--- config.mk ---
export PLATFORM = sky130hd
export DESIGN_NAME = adc_sample_sequencer_flat
export DESIGN_NICKNAME = d
export VERILOG_FILES = /design/src/rtl/adc_sample_sequencer_pkg.sv /design/src/rtl/adc_sample_sequencer_if.sv /design/src/rtl/adc_sample_sequencer_avg4.sv /design/src/rtl/adc_sample_sequencer.sv /design/src/flat_wrapper.sv
export SDC_FILE = /design/constraint.sdc
export NUM_CORES = 1
export LEC_CHECK = 0
export CAP_MARGIN = 15
export CORE_ASPECT_RATIO = 0.75
export CORE_UTILIZATION = 35
export CTS_CLUSTER_SIZE = 12
export DETAILED_ROUTE_END_ITERATION = 16
export SYNTH_ARGS = -nofsm -noshare
export SYNTH_HDL_FRONTEND = slang
export SYNTH_SLANG_ARGS = --single-unit
--- constraint.sdc ---
create_clock -name clk -period 2.1 [get_ports clk]
set_input_delay 0.21 -clock clk [delete_from_list [all_inputs] [get_ports clk]]
set_output_delay 0.21 -clock clk [all_outputs]
set_load 0.05 [all_outputs]
--- src/rtl/adc_sample_sequencer_pkg.sv ---
// Shared types and constants for the XADC two-channel sample sequencer.
package adc_seq_pkg;

  typedef enum logic [2:0] {
    IDLE,
    REQ_A,
    WAIT_A,
    REQ_B,
    WAIT_B,
    PUBLISH
  } state_e;

  localparam logic [6:0] ADDR_5V_DEF    = 7'h13;
  localparam logic [6:0] ADDR_OTHER_DEF = 7'h1B;

  localparam int DRP_DATA_MSB = 15;
  localparam int DRP_DATA_LSB = 4;
  localparam int CODE_W       = DRP_DATA_MSB - DRP_DATA_LSB + 1;

endpackage

--- src/rtl/adc_sample_sequencer_if.sv ---
// DRP bus towards the XADC plus the published sample pair towards the rail controllers.
interface adc_sample_sequencer_if;
  import adc_seq_pkg::*;

  logic              drp_den_out;
  logic              drp_dwe_out;
  logic [6:0]        drp_daddr_out;
  logic              drp_drdy_in;
  logic [15:0]       drp_do_in;
  logic [CODE_W-1:0] volt_5v_out;
  logic [CODE_W-1:0] volt_other_out;
  logic              drdy_out;
  logic              sample_valid;

  modport master (
    output drp_den_out, drp_dwe_out, drp_daddr_out,
    output volt_5v_out, volt_other_out, drdy_out, sample_valid,
    input  drp_drdy_in, drp_do_in
  );

  modport slave (
    input  drp_den_out, drp_dwe_out, drp_daddr_out,
    input  volt_5v_out, volt_other_out, drdy_out, sample_valid,
    output drp_drdy_in, drp_do_in
  );

endinterface

--- src/rtl/adc_sample_sequencer_avg4.sv ---
// Single-channel 4-tap boxcar: avg_o is the mean of code_i and the last three committed codes.
// load_i preloads the whole history with code_i so the first result equals the raw code.
module sample_avg4
  import adc_seq_pkg::*;
(
  input  logic              clk,
  input  logic              reset_in,
  input  logic              load_i,
  input  logic              en_i,
  input  logic [CODE_W-1:0] code_i,
  output logic [CODE_W-1:0] avg_o
);

  logic [CODE_W-1:0] h0_q, h1_q, h2_q;
  logic [CODE_W-1:0] h0_d, h1_d, h2_d;
  logic [CODE_W+1:0] sum;

  assign sum   = {2'b00, code_i} + {2'b00, h0_q} + {2'b00, h1_q} + {2'b00, h2_q};
  assign avg_o = load_i ? code_i : sum[CODE_W+1:2];

  always_comb begin
    h0_d = h0_q;
    h1_d = h1_q;
    h2_d = h2_q;
    if (load_i) begin
      h0_d = code_i;
      h1_d = code_i;
      h2_d = code_i;
    end else if (en_i) begin
      h0_d = code_i;
      h1_d = h0_q;
      h2_d = h1_q;
    end
  end

  always_ff @(posedge clk) begin
    if (reset_in) begin
      h0_q <= '0;
      h1_q <= '0;
      h2_q <= '0;
    end else begin
      h0_q <= h0_d;
      h1_q <= h1_d;
      h2_q <= h2_d;
    end
  end

endmodule

--- src/rtl/adc_sample_sequencer.sv ---
// On each XADC end-of-conversion, reads two aux channels over DRP and publishes the pair with drdy_out.
// SAMPLE_AVG_EN: when defined, each channel is published through a 4-tap boxcar (sample_avg4).
module adc_sample_sequencer
  import adc_seq_pkg::*;
#(
  parameter logic [6:0] ADDR_5V    = ADDR_5V_DEF,
  parameter logic [6:0] ADDR_OTHER = ADDR_OTHER_DEF,
  parameter int         TIMEOUT    = 64,
  parameter int         TIMEOUT_W  = 7
) (
  input  logic                   clk,
  input  logic                   reset_in,
  input  logic                   eoc_in,
  adc_sample_sequencer_if.master bus,
  output logic                   timeout_err,
  output logic                   overrun_err
);

  state_e                state_q, state_d;
  logic                  pending_q, pending_d;
  logic [TIMEOUT_W-1:0]  tmo_q, tmo_d;
  logic [6:0]            daddr_q, daddr_d;
  logic [CODE_W-1:0]     temp_a_q, temp_a_d;
  logic [CODE_W-1:0]     temp_b_q, temp_b_d;
  logic [CODE_W-1:0]     volt_5v_q, volt_5v_d;
  logic [CODE_W-1:0]     volt_other_q, volt_other_d;
  logic                  drdy_q, drdy_d;
  logic                  valid_q, valid_d;
  logic                  tmo_err_q, tmo_err_d;
  logic                  ovr_err_q, ovr_err_d;

  logic [CODE_W-1:0]     drp_code;
  logic                  tmo_hit;
  logic                  publish;
  logic [CODE_W-1:0]     pub_5v, pub_other;
  logic                  unused_drp_lsbs;

  assign drp_code        = bus.drp_do_in[DRP_DATA_MSB:DRP_DATA_LSB];
  assign unused_drp_lsbs = ^bus.drp_do_in[DRP_DATA_LSB-1:0];
  assign tmo_hit         = (tmo_q == TIMEOUT_W'(TIMEOUT));
  assign publish         = (state_q == PUBLISH);

`ifdef SAMPLE_AVG_EN
  // History commits only in PUBLISH, so a timed-out pair never reaches it.
  sample_avg4 u_avg_5v (
    .clk      (clk),
    .reset_in (reset_in),
    .load_i   (publish && !valid_q),
    .en_i     (publish && valid_q),
    .code_i   (temp_a_q),
    .avg_o    (pub_5v)
  );

  sample_avg4 u_avg_other (
    .clk      (clk),
    .reset_in (reset_in),
    .load_i   (publish && !valid_q),
    .en_i     (publish && valid_q),
    .code_i   (temp_b_q),
    .avg_o    (pub_other)
  );
`else
  assign pub_5v    = temp_a_q;
  assign pub_other = temp_b_q;
`endif

  always_comb begin
    state_d      = state_q;
    pending_d    = pending_q;
    tmo_d        = tmo_q;
    daddr_d      = daddr_q;
    temp_a_d     = temp_a_q;
    temp_b_d     = temp_b_q;
    volt_5v_d    = volt_5v_q;
    volt_other_d = volt_other_q;
    drdy_d       = 1'b0;
    valid_d      = valid_q;
    tmo_err_d    = 1'b0;
    ovr_err_d    = 1'b0;

    // Only one conversion can be queued; a second one while busy is dropped.
    if (eoc_in && state_q != IDLE) begin
      pending_d = 1'b1;
      ovr_err_d = pending_q;
    end

    unique case (state_q)
      IDLE: begin
        if (eoc_in || pending_q) begin
          state_d   = REQ_A;
          daddr_d   = ADDR_5V;
          pending_d = pending_q && eoc_in;
        end
      end
      REQ_A: begin
        state_d = WAIT_A;
        tmo_d   = '0;
      end
      WAIT_A: begin
        if (bus.drp_drdy_in) begin
          temp_a_d = drp_code;
          state_d  = REQ_B;
          daddr_d  = ADDR_OTHER;
        end else if (tmo_hit) begin
          tmo_err_d = 1'b1;
          temp_a_d  = '0;
          state_d   = IDLE;
        end else begin
          tmo_d = tmo_q + 1'b1;
        end
      end
      REQ_B: begin
        state_d = WAIT_B;
        tmo_d   = '0;
      end
      WAIT_B: begin
        if (bus.drp_drdy_in) begin
          temp_b_d = drp_code;
          state_d  = PUBLISH;
        end else if (tmo_hit) begin
          tmo_err_d = 1'b1;
          temp_a_d  = '0;
          temp_b_d  = '0;
          state_d   = IDLE;
        end else begin
          tmo_d = tmo_q + 1'b1;
        end
      end
      PUBLISH: begin
        volt_5v_d    = pub_5v;
        volt_other_d = pub_other;
        drdy_d       = 1'b1;
        valid_d      = 1'b1;
        state_d      = IDLE;
      end
      default: state_d = IDLE;
    endcase
  end

  always_ff @(posedge clk) begin
    if (reset_in) begin
      state_q      <= IDLE;
      pending_q    <= 1'b0;
      tmo_q        <= '0;
      daddr_q      <= '0;
      temp_a_q     <= '0;
      temp_b_q     <= '0;
      volt_5v_q    <= '0;
      volt_other_q <= '0;
      drdy_q       <= 1'b0;
      valid_q      <= 1'b0;
      tmo_err_q    <= 1'b0;
      ovr_err_q    <= 1'b0;
    end else begin
      state_q      <= state_d;
      pending_q    <= pending_d;
      tmo_q        <= tmo_d;
      daddr_q      <= daddr_d;
      temp_a_q     <= temp_a_d;
      temp_b_q     <= temp_b_d;
      volt_5v_q    <= volt_5v_d;
      volt_other_q <= volt_other_d;
      drdy_q       <= drdy_d;
      valid_q      <= valid_d;
      tmo_err_q    <= tmo_err_d;
      ovr_err_q    <= ovr_err_d;
    end
  end

  assign bus.drp_den_out    = (state_q == REQ_A) || (state_q == REQ_B);
  assign bus.drp_dwe_out    = 1'b0;
  assign bus.drp_daddr_out  = daddr_q;
  assign bus.volt_5v_out    = volt_5v_q;
  assign bus.volt_other_out = volt_other_q;
  assign bus.drdy_out       = drdy_q;
  assign bus.sample_valid   = valid_q;
  assign timeout_err        = tmo_err_q;
  assign overrun_err        = ovr_err_q;

endmodule

--- src/flat_wrapper.sv ---
// flat-port wrapper written by rule: the top's interface ports become plain ports
module adc_sample_sequencer_flat import adc_seq_pkg::*;
#(
  parameter logic [6:0] ADDR_5V    = ADDR_5V_DEF,
  parameter logic [6:0] ADDR_OTHER = ADDR_OTHER_DEF,
  parameter int         TIMEOUT    = 64,
  parameter int         TIMEOUT_W  = 7
)
  (clk, reset_in, eoc_in, timeout_err, overrun_err, bus_drp_den_out, bus_drp_dwe_out, bus_drp_daddr_out, bus_volt_5v_out, bus_volt_other_out, bus_drdy_out, bus_sample_valid, bus_drp_drdy_in, bus_drp_do_in);
  adc_sample_sequencer_if bus_i ();
  input  logic clk;
  input  logic reset_in;
  input  logic eoc_in;
  output logic timeout_err;
  output logic overrun_err;
  output wire logic [$bits(bus_i.drp_den_out)-1:0] bus_drp_den_out;
  output wire logic [$bits(bus_i.drp_dwe_out)-1:0] bus_drp_dwe_out;
  output wire logic [$bits(bus_i.drp_daddr_out)-1:0] bus_drp_daddr_out;
  output wire logic [$bits(bus_i.volt_5v_out)-1:0] bus_volt_5v_out;
  output wire logic [$bits(bus_i.volt_other_out)-1:0] bus_volt_other_out;
  output wire logic [$bits(bus_i.drdy_out)-1:0] bus_drdy_out;
  output wire logic [$bits(bus_i.sample_valid)-1:0] bus_sample_valid;
  input wire logic [$bits(bus_i.drp_drdy_in)-1:0] bus_drp_drdy_in;
  input wire logic [$bits(bus_i.drp_do_in)-1:0] bus_drp_do_in;
  assign bus_drp_den_out = bus_i.drp_den_out;
  assign bus_drp_dwe_out = bus_i.drp_dwe_out;
  assign bus_drp_daddr_out = bus_i.drp_daddr_out;
  assign bus_volt_5v_out = bus_i.volt_5v_out;
  assign bus_volt_other_out = bus_i.volt_other_out;
  assign bus_drdy_out = bus_i.drdy_out;
  assign bus_sample_valid = bus_i.sample_valid;
  assign bus_i.drp_drdy_in = bus_drp_drdy_in;
  assign bus_i.drp_do_in = bus_drp_do_in;
  adc_sample_sequencer #(.ADDR_5V(ADDR_5V), .ADDR_OTHER(ADDR_OTHER), .TIMEOUT(TIMEOUT), .TIMEOUT_W(TIMEOUT_W)) u_core (.clk(clk), .reset_in(reset_in), .eoc_in(eoc_in), .bus(bus_i), .timeout_err(timeout_err), .overrun_err(overrun_err));
endmodule
Word-level counts from Yosys, hierarchy flattened:

Index checks and enable logic that the tools add are counted.

* bits in registers: 70
* word-level logic and storage cells: 66

* $add $sub $neg: 1
* eq/ne operators: 11
* multiplexer cells: 22
* bitwise gates (word level): 2
* reduce and logical (&&, ||, !) cells: 18

Operator list (number)
* 2-to-1 mux 12 bit: 5
* 2-to-1 mux 7 bit: 4
* one-hot mux 7 bit (2 select lines): 2
* one-hot mux 12 bit (2 select lines): 1
* one-hot mux 3 bit (5 select lines): 1
* 2-to-1 mux 3 bit: 4
* inequality test 2 bit (second input constant): 4
* nonzero test 2 bit: 4
* adder 7 x 1 -> 7 bit (second input constant): 1
* equality test 7 bit (second input constant): 1
* equality test 3 x 2 -> 1 bit (second input constant): 2
* equality test 3 bit (second input constant): 2
* AND reduction 3 bit: 2
* OR reduction 2 bit: 3
* 2-to-1 mux 1 bit: 5
* AND reduction 2 bit: 2
* equality test 3 x 1 -> 1 bit (second input constant): 1
* zero test 3 bit: 1
* nonzero test 3 bit: 1
* OR reduction 3 bit: 1
* logical AND 1 bit: 2
* logical OR 1 bit: 2
* inequality test 2 x 1 -> 1 bit (second input constant): 1
* NOT 1 bit: 2

Depth between registers and ports, before layout:

* depth in word-level cells: 5
* depth in mapped cells: 7
* mapped depth without buffers: 6

Worst setup path after synthesis:

Ideal clock, no wire load.

* path type: register -> output
* start point: reg u_core.state_q[0]
* end point: out bus_drp_den_out
* arrival: 1.805 ns
* slack: 0.085 ns
* cell stages (with the launch flop): 5
* path buffers: 3
* cells stage by stage: dfxtp_1 > clkbuf_1 > clkbuf_1 > buf_2 > nor2b_1

* longest elaborated chain between the ends: 2
* elaborated cells between the ends (all ways): 3

Ends and longest elaborated chain
* from (decl): RTL line adc_sample_sequencer.sv:19 `state_e state_q, state_d;`
* from (signal assigned): RTL line adc_sample_sequencer.sv:155 `state_q <= state_d;`
* equality test 3 x 1 -> 1 bit or equality test 3 x 2 -> 1 bit (tied branches): RTL line adc_sample_sequencer.sv:170 `assign bus.drp_den_out = (state_q == REQ_A) || (state_q == REQ_B);`
* logical OR 1 bit *: RTL line adc_sample_sequencer.sv:170
* to (decl): RTL line flat_wrapper.sv:16 `output wire logic [$bits(bus_i.drp_den_out)-1:0] bus_drp_den_out;`

Mark *: on every way between the ends. The rest lies on a longest branch, timed or not.

Worst setup path in the final report:

* start point: reg u_core.tmo_q[3]
* end point: reg u_core.temp_a_q[8], in the netlist u_core.pub_5v[8]

* longest elaborated chain between the ends: 4
* elaborated cells between the ends (all ways): 5

Ends and longest elaborated chain
* from (decl): RTL line adc_sample_sequencer.sv:21 `logic [TIMEOUT_W-1:0] tmo_q, tmo_d;`
* from (signal assigned): RTL line adc_sample_sequencer.sv:157 `tmo_q <= tmo_d;`
* equality test 7 bit *: RTL line adc_sample_sequencer.sv:40 `assign tmo_hit = (tmo_q == TIMEOUT_W'(TIMEOUT));`
* 2-to-1 mux 12 bit *
* 2-to-1 mux 12 bit (on tied branches)
* one-hot mux 12 bit (2 select lines) *
* to (signal assigned): RTL line adc_sample_sequencer.sv:159 `temp_a_q <= temp_a_d;`
* to (decl): RTL line adc_sample_sequencer.sv:23 `logic [CODE_W-1:0] temp_a_q, temp_a_d;`

Mark *: on every way between the ends. The rest lies on a longest branch, timed or not. The select of a mux whose other input is x is not followed.
A chain may end at the register's enable or synchronous reset.

==> run_results.csv <==
group,metric,value,unit
timing,setup_viol,0,
timing,fin_setup_tns,0,ps
clock_network,cts_tree,"yes",
synthesis,synth_compound_area_share,24.89,%
timing,tightestPinTransition,600.6,ps
synthesis,synthFlopType,"dfxtp_1",
timing,slew_headroom,59.90,%
grt,antenna_found_initial,0,
critical_path,worstReg2RegStart,"u_core.tmo_q[3]",
clock_network,cts_buffer_depth,2,
worst_hold_path,holdCritStartpoint,"reset_in",
worst_hold_path,hold_class,"in2reg",
synthesis,synthAdderAreaFrac,0.9592,%
die,io_pins,57,
timing,hold_viol_final,0,
synthesis,yosys.area.top_type,"dfxtp_1",
routing,drt_first_pass_iters,5,
routing,wl_per_cell,13.47,um
synthesis,synth_top_family_by_area,"compound AO/OA/AOI/OAI gates",
critical_path,cp_max_fo,12,
synthesis,synth_area,2609,um^2
clock_network,cts-root-buf,"clkbuf_8",
clock_network,h-tree-depth,3,
synthesis,synthCells,301,
synthesis,yosysSeqAreaShare,49.88,%
power_and_ir_drop,p_leak,0.001136,uW
final_layout,design_area,3332,um^2
die,chipHeight,76.77,um
synthesis,synth_top_area_share,49.88,%
routing,wirelength,6009,um
final_layout,final_util,47.64,%
routing,drt_iter0_drc,159,
placement,place_inst,430,
timing,finalMaxSlewViolations,0,
synthesis,syn-mean-instance-area,8.667,um^2
clock_network,cts_resized,0,
final_layout,drive_above_1_share,9.770,%
critical_path,crit_path_end_kind,"flip-flop",
outcome,status,"finished clean",
grt,grt_remaining_overflow,0,
critical_path,worstSetupStartpointType,"flip-flop",
die,die_w,101.7,um
final_layout,fillCellCount,702,
synthesis,synth_edf_count,0,
grt,grtUsageTotal,16.29,%
synthesis,ys_async_sr_fraction,0,%
die,rows,26,
routing,viasPerCell,4.998,
final_layout,finalNonFillerCells,446,
die,start_util,37.30,%
critical_path,reg2reg_to,"u_core.pub_5v[8]",
grt,grt_pass1_wl,9742,um
routing,ant_nets,0,
timing,fmax,563.3,MHz
synthesis,yosys.area_share.xor_xnor,0.3357,%
critical_path,required,2300,ps
synthesis,synth.distinct_cells,43,
placement,hpwl,4005,um
grt,grt_max_degree,29,
die,core,6994,um^2
timing,layout_min_cycle_time,1775,ps
timing,finalClockSkew,7.566,ps
synthesis,ys_warn_count,0,
synthesis,synth_seq_cells,65,
power_and_ir_drop,powerDensity,801.4,nW/um^2
synthesis,synth.area.mux_share,0.3837,%
timing,rsz0062_at_grt,"no",
clock_network,cts_setup_buffers,0,
final_layout,syn2layout_area_growth,27.72,%
placement,place_ws,282.6,ps
final_layout,n_antenna_cell,0,
placement,place.gp.congestion,0.7479,
clock_network,clock-sinks,65,
power_and_ir_drop,ir_drop,0.4178,mV
critical_path,ff2ff_path_depth,4,
timing,final.setup.worst_slack,324.9,ps
critical_path,arrival,1970,ps
routing,num_vias,2229,
placement,post_dp_cell_area,3138,um^2
final_layout,layout.nets,365,
critical_path,critPathKind,"reg2reg",
critical_path,r2r_slack,320,ps
clock_network,cts.reportedPaths.clkPinSlew,70,ps
placement,numPortBuffers,48,
synthesis,synth_area_leaders,"dfxtp_1 50%, a21oi_1 10%, nand2_1 7.8%, a22o_1 4.0%, a211oi_1 3.7%",
die,die_area,7807,um^2
routing,drc,0,
worst_hold_path,whs_endpoint,"u_core.bus.drp_daddr_out[3]",
run,drv_cap,0,
synthesis,synth-simple-area-share,16.35,%
clock_network,numCtsBuffers,9,
clock_network,clk_latency,340,ps
clock_network,ctsHoldBuffers,0,
timing,period_share,84.53,%
worst_hold_path,hold_depth,2,
grt,grt_pass1_vias,1949,
worst max-delay path, cell delays in order, from the launching register on:
cell and delay [ps]:
dfxtp_1 380, or4_4 580, nor3_1 200, a22o_2 350, a211oi_1 120
cells in the mapped netlist (all sizes together), types with 2 or more instances:
cell type and count:
a211oi 14, a21oi 53, a22o 13, a22oi 2, a31oi 3, and2 3, and2b 2, and3 3
buf 17, clkbuf 11, dfxtp 65, ha 2, inv 9, nand2 54, nand2b 2, nand3 2
nor2 9, nor2b 2, nor3 3, nor3b 2, nor4 5, o21ai 11, o311ai 2, or3 2
routing by layer:
metal / vias to the layer above / global-route usage [%] / wire length, um
met1: 1028 / 24.15 / 3152
met4: 0 / 5.217 / 66
met3: 8 / 4.831 / 314
li1: 1134 / - / -
met2: 59 / 22.16 / 2475
met5: - / 0 / 0
cell type report:
class / count / area, um^2 / share of cell area [%]
sequential: 65 / 1301 / 39.05
timing repair buffer: 56 / 545.5 / 16.37
multi-input combinational: 202 / 1135 / 34.06
tap: 98 / 122.6 / 3.680
clock inverter: 7 / 70.07 / 2.103
clock buffer: 9 / 123.9 / 3.718
inverter: 9 / 33.78 / 1.014
kinds of logic (layout without fill, tap and decap cells):
kind of cell    count (synthesis)  in the layout
simple gates                   92             92
mux                             1              1
other cells                     1              4
flops                          65             65
buf+inv                        37             81
xor+xnor                        1              1
fa+ha+maj                       2              2
compound gates                102            102
per-stage QoR:
| stage | power [uW] | hold slack (ps) |
|---|---|---|
| 2_1_floorplan | 1565 | 335.5 |
| 3_3_place_gp | 1658 | 443.0 |
| 3_5_place_dp | 1661 | 447.0 |
| 4_1_cts | 2708 | 311.4 |
| 5_1_grt | 2794 | 327.0 |
| 6_report | 2670 | 318.0 |
worst max-delay path by stage:
stage	start	to	depth (start not counted)	slack (ps)
final	u_core.tmo_q[3]	u_core.pub_5v[8]	4	320
after global routing	u_core.state_q[0]	u_core.tmo_q[5]	4	190
after CTS	u_core.tmo_q[3]	u_core.pub_5v[8]	4	330
after detailed placement	bus_drp_drdy_in	u_core.tmo_q[3]	5	280
after global placement	bus_drp_drdy_in	u_core.tmo_q[5]	5	320
after floorplan	u_core.state_q[0]	bus_drp_den_out	4	90
report_power, final:
| part | internal [uW] | switching, uW | total [uW] | leakage (uW) |
|---|---|---|---|---|
| sequential | 1260 | 37.8 | 1300 | 0.000525 |
| clock | 547 | 487 | 1030 | 0.0000994 |
| combinational | 132 | 205 | 337 | 0.000512 |
| total | 1940 | 730 | 2670 | 0.00114 |
state kept, by name (all words and copies together) (netlist names):
name                       cells
u_core.overrun_err             1
u_core.bus.drp_daddr_out       2
u_core.tmo_q                   7
u_core.bus.drdy_out            1
u_core.timeout_err             1
u_core.state_q                 3
u_core.bus.sample_valid        1
u_core.bus.volt_5v_out        12
u_core.bus.volt_other_out     12
u_core.pub_other              12
u_core.pending_q               1
u_core.pub_5v                 12
layout by cell type, fill, tap and decap left out, drive strengths merged, types with 2 or more instances in the layout:
master / instances
a22o: 13
ha: 2
nor2: 9
nor4: 5
nand3: 2
clkbuf: 9
nand2b: 2
clkinv: 4
conb: 4
o311ai: 2
a211oi: 14
and3: 3
nand2: 54
inv: 10
o21ai: 11
nor3: 3
a21oi: 53
and2: 3
a22oi: 2
nor3b: 2
or3: 2
buf: 10
a31oi: 3
nor2b: 2
and2b: 2
clkdlybuf4s50: 46
dfxtp: 65
Power figures use the tool's default switching activity.
==> RTL change 1 (same flow settings) <==
`daddr_q` no longer has a reset.
--- a/src/rtl/adc_sample_sequencer.sv
+++ b/src/rtl/adc_sample_sequencer.sv
@@ -142,7 +142,6 @@
       state_q      <= IDLE;
       pending_q    <= 1'b0;
       tmo_q        <= '0;
-      daddr_q      <= '0;
       temp_a_q     <= '0;
       temp_b_q     <= '0;
       volt_5v_q    <= '0;
@@ -155,7 +154,6 @@
       state_q      <= state_d;
       pending_q    <= pending_d;
       tmo_q        <= tmo_d;
-      daddr_q      <= daddr_d;
       temp_a_q     <= temp_a_d;
       temp_b_q     <= temp_b_d;
       volt_5v_q    <= volt_5v_d;
@@ -165,6 +163,10 @@
       tmo_err_q    <= tmo_err_d;
       ovr_err_q    <= ovr_err_d;
     end
+  end
+
+  always_ff @(posedge clk) begin
+    daddr_q <= daddr_d;
   end
 
   assign bus.drp_den_out    = (state_q == REQ_A) || (state_q == REQ_B);
Function: changed (a bounded check fails within 4 cycles, from zero or initial values and one cycle with reset_in high).
==> RTL change 1 against the original RTL <==
Worst setup slack got worse by 180 ps; routed wire length rose by 5.7%; sequential cell count fell by 1; fmax fell by 9.0%; highest routed layer unchanged; critical path depth rose by 2; largest power group unchanged; critical path type unchanged; critical endpoint is now u_core.tmo_q[0]$_SDFFE_PP0P_; non-clock buffer count rose by 1; area after synthesis rose by 3.5%; design area rose by 4.4%; total power rose by 4.1%; sequential share of layout area fell by 1.9 points.
==> RTL change 1: results (changes against the original RTL) <==
Logic synthesis
  • Distinct cells, synth: 45 (+4.7%)
  • Yosys warnings: 0 (unchanged)
  • Area contributors post-synth: dfxtp_1 (47%), nand2_1 (11%), a21oi_1 (7.6%)
  • Post-synth ARST share: 0% (unchanged)
  • Register area share after synthesis: 47.80% (-2.1 points)
  • Synth top cells by count: nand2_1 (77), dfxtp_1 (63), a21oi_1 (41)
  • Post-synth EDFFs: 1 (+1)

Layout
  • Layout cells sized above 1: 9.115% (-0.65 points)
  • Diode count: 0 (unchanged)
  • Final #Nets: 391 (+7.1%)

Route
  • Met3 routed WL: 264 um (-16%)
  • Top sig layer: met4
  • Initial DRC count: 147 (-7.5%)
  • Via Count: 2287 (+2.6%)
  • Met2 wire len: 2.635 mm (+6.5%)
  • Per-cell routed wire length: 13.40 um (-0.57%)
  • Metal1 wirelength: 3.371 mm (+6.9%)
  • TritonRoute pass-1 iters: 4 (-1)

Timing
  • Worst-Margin Slew: 531.9 ps (-68.75 ps)
  • Skew final: 6.083 ps (-1.483 ps)

Placed design
  • GP Congestion: 0.7456 (-0.31%)
  • Post-DP HPWL: 4.182 mm (+4.4%)
  • Port bufs: 45 (-6.3%)

Clock network
  • Cts bufs inserted: 9 (unchanged)
  • Resized cells post-CTS: 0 (unchanged)
  • Clock Tree Buf Depth: 2 (unchanged)
  • H-tree levels: 3 (unchanged)
  • Post-CTS setup buffers: 0 (unchanged)
  • Clk_lat worst skew: 340 ps (about the same)
  • Root Buffer: clkbuf_8
  • Clk slew on worst S/H paths: 70 ps (about the same)

Power
  • P_int: 2100 uW (+8.2%)
  • Pleak: 0.001200 uW (+5.6%)
  • Worst VDD drop: 307.4 uV (-26%)

Critical path
  • CP arrival: 2210 ps (+240 ps)
  • Worst path max stage delay: 470 ps (-110 ps)
  • Max FO, Critical Path: 6 (-6)
  • CP max-delay cell: or4b_1
  • Cell family contributing the most delay on the critical path: simple AND/OR/NAND/NOR gates

Hold path
  • Worst Hold Class: input pin to flip-flop

Global route
  • Vias in the first global route: 2075 (+6.5%)
  • Largest net degree at the start of global routing: 42 (+45%)
  • Tot GR Track Use: 17.25% (+0.95 points)
  • Global-route wire length before repair: 10.45 mm (+7.2%)
  • Initial antenna violation count: 0 (unchanged)

Status
  • Outcome: completed
RTL change 1: layout make-up:
cell class | count | area, um2
Clock buffer | 12 | 155.1
Timing Repair Buffer | 57 | 558.0
Inverter | 2 | 7.507
Sequential cell | 64 | 1291
Fill cell | 725 | 3921
Multi-Input combinational cell | 235 | 1274
Clock inverter | 3 | 65.06
Tap cell | 101 | 126.4
RTL change 1: metal layers:
layer  GRT usage (%)  vias to the layer above
met5               0                        -
met4           6.338                        0
met3           5.165                        7
met2           24.04                       48
met1           24.78                     1048
li1                -                     1184
RTL change 1: kinds of logic after synthesis:
logic type	share of synthesized area [%]
xor gates and xnor gates	0.3243
adders and majority gates	0.9262
buffers and inverters	5.743
and+or+nand+nor	22.79
AOI/OAI and AO/OA	22.14
other	0.2780
DFF	47.80
RTL change 1: final timing paths:
path | cells after the start | startpoint | to | slack, ps
max reg2reg | 6 | u_core.tmo_q[0]$_SDFFE_PP0P_ | u_core.tmo_q[0]$_SDFFE_PP0P_ | 150
min | 3 | reset_in | u_core.state_q[0]$_SDFFE_PP0P_ | 200
min reg2reg | 2 | u_core.pub_other[11]$_SDFFE_PP0P_ | u_core.bus.volt_other_out[11]$_SDFFE_PP0P_ | 450
max | 6 | u_core.tmo_q[0]$_SDFFE_PP0P_ | u_core.tmo_q[0]$_SDFFE_PP0P_ | 150
RTL change 1: power groups by stage:
stage | Sequential [uW] | Clock [uW] | Combinational, uW
finish | 1290 | 1180 | 309
CTS | 1290 | 1220 | 309
global route | 1290 | 1270 | 333
global placement | 1310 | 0 | 304
detailed placement | 1320 | 0 | 307
floorplan | 1320 | 0 | 205
RTL change 1: per-stage QoR:
stage	instances	hold WS, ps	total power (uW)	setup slack, ps	instance area, um2
floorplan	331	330.9	1520	243.2	2720
global placement	459	439.9	1619	273.3	3257
detailed placement	459	442.3	1622	213.5	3257
CTS	474	184.0	2815	177.1	3477
global route	474	194.8	2897	60.81	3477
finish	474	197.1	2780	148.4	3477
RTL change 1: worst min-delay path, stage by stage:
cell and delay [ps]:
buf_2 90, or2_4 140, nor2_1 50
==> RTL change 2 (same settings) <==
Made on the original files. `TIMEOUT_W` is set to 7 in 2 places; all go to 9.
--- a/src/rtl/adc_sample_sequencer.sv
+++ b/src/rtl/adc_sample_sequencer.sv
@@ -6,7 +6,7 @@
   parameter logic [6:0] ADDR_5V    = ADDR_5V_DEF,
   parameter logic [6:0] ADDR_OTHER = ADDR_OTHER_DEF,
   parameter int         TIMEOUT    = 64,
-  parameter int         TIMEOUT_W  = 7
+  parameter int         TIMEOUT_W  = 9
 ) (
   input  logic                   clk,
   input  logic                   reset_in,
--- a/src/flat_wrapper.sv
+++ b/src/flat_wrapper.sv
@@ -4,7 +4,7 @@
   parameter logic [6:0] ADDR_5V    = ADDR_5V_DEF,
   parameter logic [6:0] ADDR_OTHER = ADDR_OTHER_DEF,
   parameter int         TIMEOUT    = 64,
-  parameter int         TIMEOUT_W  = 7
+  parameter int         TIMEOUT_W  = 9
 )
   (clk, reset_in, eoc_in, timeout_err, overrun_err, bus_drp_den_out, bus_drp_dwe_out, bus_drp_daddr_out, bus_volt_5v_out, bus_volt_other_out, bus_drdy_out, bus_sample_valid, bus_drp_drdy_in, bus_drp_do_in);
   adc_sample_sequencer_if bus_i ();
Behaviour: same outputs for any inputs over 10 cycles, from zero or initial values and one cycle with reset_in high; that may be too few to reach the edited logic, so the function may still have changed.
==> RTL change 2 against the original RTL <==
Via count fell by 3.8%; cell count shrank 3.4%; synthesized cell count is 8.3% lower; routed wire length rose by 1.4%; worst hold slack improved by 130 ps; area after synthesis is 0.72% higher; worst setup slack lost 98 ps; design area increased by 3.0%; sequential cell count increased by 2; total power is 1.8% higher.
==> RTL change 2: results (changes against the original RTL) <==
Layout
  • Final #Nets: 351 (-3.8%)
  • Clock network area share: 5.325% (-0.50 points)
  • # fillers: 692 (-1.4%)
  • Inverters excl. clock: 4 (-5)
  • Area occupied by multi-input gates: 1151 um2 (+1.4%)
  • Non-clock buffer share of cell area: 18.02% (+1.6 points)
  • Multi-input gates: 182 (-9.9%)
  • Buffers, non-clock: 65 (+16%)
  • Layout cells sized above 1: 12.61% (+2.8 points)
  • FF/Latch Area: 1341 um2 (+3.1%)
  • Final-layout clock buffer total: 10 (+1)

Clock network
  • Clk slew on worst S/H paths: 70 ps (about the same)
  • Sink Count: 67 (+3.1%)
  • Root Buffer: clkbuf_8

Timing
  • Skew final: 8.469 ps (+0.9031 ps)
  • Worst-Margin Slew: 611.1 ps (+10.43 ps)
  • Maximum clock rate: 533.8 MHz (-5.2%)

Status
  • Outcome: completed

Power
  • Comb power frac: 13.9% (+1.3 points)
  • Pleak: 0.001211 uW (+6.6%)
  • Worst VDD drop: 288.3 uV (-31%)
  • Sequential share of power: 48.4% (-0.2 points)
  • Net Switching: 732.0 uW (+0.27%)

Logic synthesis
  • Compound-gate portion of the synthesized area: 18.43% (-6.5 points)
  • Synth top area share: 51.05% (+1.2 points)
  • Area contributors post-synth: dfxtp_1 (51%), a32o_1 (9.1%), nand2_1 (7.9%)
  • Distinct cells, synth: 47 (+9.3%)
  • Multiplexer share of the synthesized area: 1.524% (+1.1 points)
  • Synth top cells by count: dfxtp_1 (67), nand2_1 (55), a21oi_1 (27)
  • Register area share after synthesis: 51.05% (+1.2 points)
  • Synthesized area per cell: 9.520 um2 (+9.8%)
  • Post-Synth Adder-Cell Area: 0.9524% (-0.0069 points)

Route
  • Routed vias/inst: 4.977 (-0.42%)
  • TritonRoute pass-1 iters: 4 (-1)
  • Per-cell routed wire length: 14.14 um (+4.9%)
  • Initial DRC count: 79 (-50%)
  • Via Count: 2145 (-3.8%)

Hold path
  • Worst Hold Class: flip-flop to flip-flop

Global route
  • Tot GR Track Use: 16.93% (+0.64 points)
  • Global-route wire length before repair: 10.04 mm (+3.0%)
  • Largest net degree at the start of global routing: 33 (+14%)

Placed design
  • Post-DP Area: 3237 um2 (+3.1%)
  • GP Congestion: 0.7590 (+1.5%)
  • Post-DP HPWL: 4.035 mm (+0.77%)

Critical path
  • Cell family contributing the most delay on the critical path: compound AO/OA/AOI/OAI gates
  • CP arrival: 2150 ps (+180 ps)
  • CP max-delay cell: a211oi_4

Die
  • Die Area: 7861 um2 (+0.70%)
[RTL change 2: cell count changes in the layout (fill, tap and decap cells not counted), moves of 4 or more]
cell      before  now
nor4_1         5    1
a21oi_1       52   26
inv_1          9    3
o21ai_0        4    0
a32o_1         0   24
o21ai_1        6    2
nor2_1         9   19
nand4_1        0    4
buf_4          8   17
a22o_1        12    0
a211oi_1      13    0
xor2_1         0    5
[RTL change 2: stage by stage]
| step | setup slack, ps | total power, uW | util [%] |
|---|---|---|---|
| after floorplan | 250.4 | 1586 | - |
| after global placement | 57.22 | 1717 | 46.06 |
| after detailed placement | 37.09 | 1720 | 46.06 |
| after CTS | 36.07 | 2735 | 48.66 |
| after global routing | 119.0 | 2824 | 48.82 |
| final | 226.8 | 2719 | 48.82 |
[RTL change 2: final timing paths]
kind	slack, ps	endpoint	startpoint	depth (start not counted)
max	230	u_core.pub_5v[2]$_SDFFE_PP0P_	u_core.tmo_q[0]$_SDFFE_PP0P_	7
min	440	u_core.bus.volt_other_out[7]$_SDFFE_PP0P_	u_core.pub_other[7]$_SDFFE_PP0P_	2
max reg2reg	230	u_core.pub_5v[2]$_SDFFE_PP0P_	u_core.tmo_q[0]$_SDFFE_PP0P_	7
min reg2reg	440	u_core.bus.volt_other_out[7]$_SDFFE_PP0P_	u_core.pub_other[7]$_SDFFE_PP0P_	2
[RTL change 2: per-layer routing]
layer,up-vias,routed length [um],track usage (%)
met5,-,0,0
met4,0,108,8.714
met3,8,261,4.649
met1,1013,3176,24.74
met2,46,2548,22.21
li1,1078,-,-
[RTL change 2: kinds of logic after synthesis]
family          Yosys count
simple gates            102
flops                    67
compound gates           64
buf+inv                  30
xor+xnor                  6
mux                       4
fa+ha+maj                 2
other cells               1
